--- src/rtl/mem_1r1w_masked_32x64_sched.sv ---
// Port scheduler for a 1R1W masked SRAM: zero-fill after reset, round-robin sharing of the
// write port between two requesters, and a 1-cycle read path with write-first forwarding.
module mem_1r1w_masked_32x64_sched #(
   parameter int unsigned DEPTH = 32,
   parameter int unsigned WIDTH = 64,
   parameter int unsigned MASK_GRAN = 8,
   parameter logic [WIDTH-1:0] INIT_VALUE = '0,
   localparam int unsigned ADDR_W = $clog2(DEPTH),
   localparam int unsigned MASK_W = WIDTH / MASK_GRAN
) (
   input  logic              clock_i,
   input  logic              reset_n_i,
   input  logic              wr0_valid_i,
   output logic              wr0_ready_o,
   input  logic [ADDR_W-1:0] wr0_addr_i,
   input  logic [WIDTH-1:0]  wr0_data_i,
   input  logic [MASK_W-1:0] wr0_mask_i,
   input  logic              wr1_valid_i,
   output logic              wr1_ready_o,
   input  logic [ADDR_W-1:0] wr1_addr_i,
   input  logic [WIDTH-1:0]  wr1_data_i,
   input  logic [MASK_W-1:0] wr1_mask_i,
   input  logic              rd_valid_i,
   output logic              rd_ready_o,
   input  logic [ADDR_W-1:0] rd_addr_i,
   output logic              rd_resp_valid_o,
   output logic [WIDTH-1:0]  rd_resp_data_o,
   output logic              init_done_o,
   output logic [ADDR_W-1:0] R0_addr_o,
   output logic              R0_en_o,
   input  logic [WIDTH-1:0]  R0_data_i,
   output logic [ADDR_W-1:0] W0_addr_o,
   output logic              W0_en_o,
   output logic [WIDTH-1:0]  W0_data_o,
   output logic [MASK_W-1:0] W0_mask_o
);

   typedef enum logic [0:0] {StInit, StRun} state_e;

   state_e              state_q;
   logic [ADDR_W-1:0]   init_cnt_q;
   logic                rr_q;  // 0: wr0 wins contention, 1: wr1 wins
   logic                init_done_q;
   logic                resp_valid_q;
   logic                coll_q;
   logic [WIDTH-1:0]    coll_data_q;
   logic [MASK_W-1:0]   coll_mask_q;

   logic run;
   logic gnt0, gnt1;
   logic coll;

   assign run  = (state_q == StRun);
   assign gnt0 = run & wr0_valid_i & (~wr1_valid_i | ~rr_q);
   assign gnt1 = run & wr1_valid_i & (~wr0_valid_i | rr_q);

   assign wr0_ready_o = gnt0;
   assign wr1_ready_o = gnt1;
   assign rd_ready_o  = run;
   assign R0_en_o     = run & rd_valid_i;
   assign R0_addr_o   = rd_addr_i;
   assign init_done_o = init_done_q;
   assign rd_resp_valid_o = resp_valid_q;

   always_comb begin
      W0_en_o   = 1'b0;
      W0_addr_o = wr0_addr_i;
      W0_data_o = wr0_data_i;
      W0_mask_o = wr0_mask_i;
      if (!run) begin
         W0_en_o   = 1'b1;
         W0_addr_o = init_cnt_q;
         W0_data_o = INIT_VALUE;
         W0_mask_o = '1;
      end else if (gnt1) begin
         W0_en_o   = 1'b1;
         W0_addr_o = wr1_addr_i;
         W0_data_o = wr1_data_i;
         W0_mask_o = wr1_mask_i;
      end else begin
         W0_en_o   = gnt0;
      end
   end

   assign coll = R0_en_o & W0_en_o & (W0_addr_o == rd_addr_i);

   // Response lanes merge the captured write over the SRAM data; zero when no response.
   always_comb begin
      rd_resp_data_o = '0;
      if (resp_valid_q) begin
         for (int i = 0; i < int'(MASK_W); i++) begin
            rd_resp_data_o[i*MASK_GRAN +: MASK_GRAN] = (coll_q && coll_mask_q[i]) ?
                  coll_data_q[i*MASK_GRAN +: MASK_GRAN] : R0_data_i[i*MASK_GRAN +: MASK_GRAN];
         end
      end
   end

   always_ff @(posedge clock_i or negedge reset_n_i) begin
      if (!reset_n_i) begin
         state_q      <= StInit;
         init_cnt_q   <= '0;
         rr_q         <= 1'b0;
         init_done_q  <= 1'b0;
         resp_valid_q <= 1'b0;
         coll_q       <= 1'b0;
         coll_data_q  <= '0;
         coll_mask_q  <= '0;
      end else begin
         unique case (state_q)
            StInit: begin
               init_cnt_q <= init_cnt_q + 1'b1;
               if (init_cnt_q == ADDR_W'(DEPTH - 1)) begin
                  state_q     <= StRun;
                  init_done_q <= 1'b1;
               end
            end
            StRun: begin
               if (gnt0) begin
                  rr_q <= 1'b1;
               end else if (gnt1) begin
                  rr_q <= 1'b0;
               end
            end
            default: state_q <= StInit;
         endcase
         resp_valid_q <= R0_en_o;
         coll_q       <= coll;
         if (coll) begin
            coll_data_q <= W0_data_o;
            coll_mask_q <= W0_mask_o;
         end
      end
   end

endmodule
--- config.mk ---
export PLATFORM = sky130hd
export DESIGN_NAME = mem_1r1w_masked_32x64_sched
export DESIGN_NICKNAME = d
export VERILOG_FILES = /design/src/rtl/mem_1r1w_masked_32x64_sched.sv
export SDC_FILE = /design/constraint.sdc
export NUM_CORES = 1
export LEC_CHECK = 0
export CAP_MARGIN = 20
export CORE_AREA = 2 2 148 150
export DETAILED_ROUTE_END_ITERATION = 10
export DIE_AREA = 0 0 150 152
export GPL_TIMING_DRIVEN = 1
export SYNTH_ARGS = -nofsm -noshare
export SYNTH_HDL_FRONTEND = slang
export SYNTH_SLANG_ARGS = --single-unit
export TNS_END_PERCENT = 50
--- constraint.sdc ---
create_clock -name clock_i -period 3.25 [get_ports clock_i]
set_input_delay 0.65 -clock clock_i [delete_from_list [all_inputs] [get_ports clock_i]]
set_output_delay 0.65 -clock clock_i [all_outputs]
set_load 0.03 [all_outputs]
Word-level counts from Yosys, hierarchy flattened --
Cells that the tools add are included.
Word-level totals: register bits 82, bits of input ports 228, output and inout bits 153, logic and storage cells 56
Cells by class: add/subtract/negate cells 1, equality and inequality tests 2, mux-type cells 21, bitwise gates (word level) 13, reduce and logical (&&, ||, !) cells 11
Operator list (count):
- $mux 64 | 3
- $mux 8 | 10
- $mux 5 | 2
- $logic_and 1x1->1 | 8
- $and 1x1->1 | 7
- $mux 1 | 6
- $add 5x1->5 const B | 1
- $eq 5x5->1 | 1
- $eq 5x5->1 const B | 1
- $not 1->1 | 4
- $reduce_and 2->1 | 2
- $or 1x1->1 | 2
- $reduce_bool 2->1 | 1

Depth between registers and ports, before layout --
word-level depth 7, depth in mapped cells 9, mapped depth without buffers 6

Worst setup path after synthesis --
Ideal clock, no wire load.
path kind in2out, from input wr0_valid_i, to output W0_addr_o[0], arrival 2.156 ns, required time 2.600 ns, setup slack 0.444 ns, stages 7, path buffers 3, cells stage by stage nand2b_4 and2_4 buf_6 clkbuf_1 clkbuf_1 nand2_1 a31oi_1
Between the ends: longest elaborated chain between the ends 5
RTL lines:
- start, declared | line 13 | input logic wr0_valid_i,
- $not 1->1 | line 55 | assign gnt1 = run & wr1_valid_i & (~wr0_valid_i | rr_q);
- $or 1x1->1 | line 55
- $and 1x1->1 | line 55
- $mux 5 | line 75 | end else if (gnt1) begin
- $mux 5 | line 70 | if (!run) begin
- end, declared | line 32 | output logic [ADDR_W-1:0] W0_addr_o,
No other way between the ends.

Final worst setup path --
from input wr0_valid_i, to output W0_addr_o[2]
Same word-level chain as after synthesis.

==> impl_metrics.yaml <==
setup_path:
  critPathTopFamily: "buffers and inverters"
  crit_top_cell: "clkdlybuf4s50_1"
  slowest_delay_ps: 690
  crit_required_ps: 2600
  crit_fanout: 6
  path_depth: 6
  critPathSlowestCell: "clkdlybuf4s50_1"
  crit_buf_inv: 2
  critPathKind: "input pin to output pin"
  critPathArrivalTime_ps: 2470
  rr_worst_depth: 9
  worstPathCellList: "clkdlybuf4s50_1 -> nand2b_4 -> and2_4 -> mux2i_4 -> a21oi_1 -> clkdlybuf4s50_1"
  end_kind: "output pin"
  cp-start-kind: "input pin"
timing:
  hold-worst-slack_ps: 305
  hold_viol: 0
  max_slew_margin_pct: 58.5
  fin_setup_tns_ps: 0
  maxSlewViolCount: 0
  finalClockSkew_ps: 6.07
  worstMarginPinSlew_ps: 614
  finalCritPeriodShare_pct: 95.9
  max_freq_mhz: 321
  post-route-min-period_ps: 3120
  rsz0062_at_grt: "false"
  setup_viol: 0
  setup_ws_ps: 133
hold_path:
  worst_hold_path_type: "input pin to asynchronous set/reset pin"
logic_synthesis:
  syn_area_sq_um: 5880
  syn-num-nets: 923
  synth-simple-area-share_pct: 22.3
  synthFlopType: "dfrtp_1"
  ys_ff_latch: 82
  synthArstFlopShare_pct: 100
  synth_top_family_by_area: "simple AND/OR/NAND/NOR gates"
  syn_inst: 693
  synth_compound_area_share_pct: 15.4
  synthMuxAreaShare_pct: 19.3
  synth_warnings: 0
  synth_xor_area_share_pct: 0.893
  avgSynthCellArea_sq_um: 8.49
  synth_fa_ha_area_share_pct: 0.425
  yosysUniqueCellTypes: 35
  yosysSeqAreaShare_pct: 34.9
  synth_edf_count: 0
pwr:
  power.density_nw_per_um2: 380
  p_switching_mw: 1.24
  ir_worst_vdd_mv: 0.234
  combPwrFrac_pct: 38.7
  seq_power_share_pct: 33.8
  p_clk_share_pct: 27.6
  p_int_mw: 2.68
  p_leak_nw: 4.69
  p_sw_share_pct: 31.6
route:
  viasPerCell: 4.65
  num_vias: 6315
  ant_nets: 0
  drtIter0Drc: 255
  dr.pass1.iters: 4
  wl_per_cell_microns: 16.9
  drc: 0
  wirelength_mm: 23.0
grt:
  overflow: 0
  grt_pass1_vias: 6570
  grt_pass1_wl_mm: 35.4
  grt_usage_pct: 19.6
  grt_max_degree: 42
  antenna_found_initial: 0
outcome:
  outcome: "completed"
finish:
  final_cells: 1359
  post-route-util_pct: 48.3
  layout_commonest_cell: "clkdlybuf4s50_1"
  layout_common_cells: "clkdlybuf4s50_1, nand2_1, buf_4"
  nets: 1304
  area_growth_pct: 75.3
  antenna_cells: 0
  layout-drive-gt1-share_pct: 21.1
place:
  place.gp.congestion: 0.851
  place_worst_setup_slack_ps: 72.0
  dp_hpwl_mm: 18.2
  portBuffers: 380
  dp.cells: 1343
floorplan:
  dieArea_sq_um: 22800
  io_pins: 381
  die-height_microns: 152
  num_rows: 54
  start_util_pct: 27.5
  core-area_sq_um: 21400
  fp.dieW_microns: 150
clock_tree:
  ctsResizeCount: 0
  clock_latency_ps: 330
  cts_num_sinks: 82
  clockBufferDepth: 2
  tritoncts: "done"
  cts_setup_buffers: 0
  cts-root-buf: "clkbuf_16"
  clk_pin_slew_worst_paths_ps: 60
  ctsHoldBuffers: 0
  cts_made_buffers: 9
  htree_levels: 3
job:
  drv_cap: 0
[registers in the layout (all words and copies together), names as in the netlist]
signal / cells
rr_q: 1
init_cnt_q: 5
coll_mask_q: 8
rd_ready_o: 1
coll_data_q: 64
coll_q: 1
rd_resp_valid_o: 1
init_done_o: 1
[final cells by class]
class                           count  area (sq um)
Multi-Input combinational cell    544          3450
Tap cell                          280           350
Inverter                            4          15.0
Clock inverter                      4          75.1
Timing Repair Buffer              433          4120
Fill cell                        2127         11000
Sequential cell                    82          2060
Clock buffer                       12           246
[through the flow]
step | cell area, sq um | power (mW)
after floorplan | 5880 | 2.11
after global placement | 9970 | 2.85
after detailed placement | 9970 | 2.87
after CTS | 10300 | 3.98
after global routing | 10300 | 4.13
final | 10300 | 3.92
[layer usage]
layer,share of wire (%),global-route usage (%),vias up
met4,2.1,5.80,0
met2,50,35.2,236
met1,41,23.5,2932
met5,0,0,-
li1,-,-,3115
met3,7.1,4.05,32
[worst register-to-register path, delay by kind of cell, from the launching register on]
| kind | cells | cell delay, ps |
|---|---|---|
| AO/OA/AOI/OAI | 4 | 920 |
| flip-flops | 1 | 380 |
| multiplexers | 1 | 320 |
| buffers and inverters | 4 | 930 |
[cells in the mapped netlist (3+ instances only)]
library cell / count / share of area [%]
mux2_4: 69 / 18
a21oi_1: 68 / 5.8
a211oi_1: 3 / 0.38
buf_12: 7 / 2.4
nor2_1: 7 / 0.45
buf_1: 8 / 0.51
mux2_2: 5 / 0.96
xnor2_1: 6 / 0.89
inv_1: 3 / 0.19
dfrtp_1: 82 / 35
a31oi_1: 3 / 0.32
a21boi_0: 64 / 8.2
buf_4: 5 / 0.64
clkbuf_1: 41 / 2.6
nand2_1: 226 / 14
nand3_1: 72 / 6.1
[path summary, 6_finish.rpt]
check	slack (ps)	endpoint	start
worst max-delay path	130	W0_addr_o[2]	wr0_valid_i
worst max register to register	590	coll_data_q[33]	rd_ready_o
worst min register to register	480	init_done_o	init_done_o
min in group clock_i	480	init_done_o	init_done_o
worst min-delay path	310	coll_data_q[63]	reset_n_i
max in group asynchronous	2280	coll_data_q[31]	reset_n_i
[cell families after synthesis]
kind of cell | after synthesis
and+or+nand+nor | 315
AOI/OAI and AO/OA | 144
DFF | 82
muxes | 77
buffers and inverters | 67
xor gates and xnor gates | 6
adders and majority gates | 2
[power by group through the flow]
stage	Clock [mW]	Combinational, mW	Sequential [mW]
2_1_floorplan	0	0.858	1.26
5_1_grt	1.16	1.62	1.35
3_5_place_dp	0	1.53	1.34
3_3_place_gp	0	1.51	1.34
4_1_cts	1.12	1.53	1.33
6_report	1.08	1.52	1.32
Power figures use the tool's default switching activity.
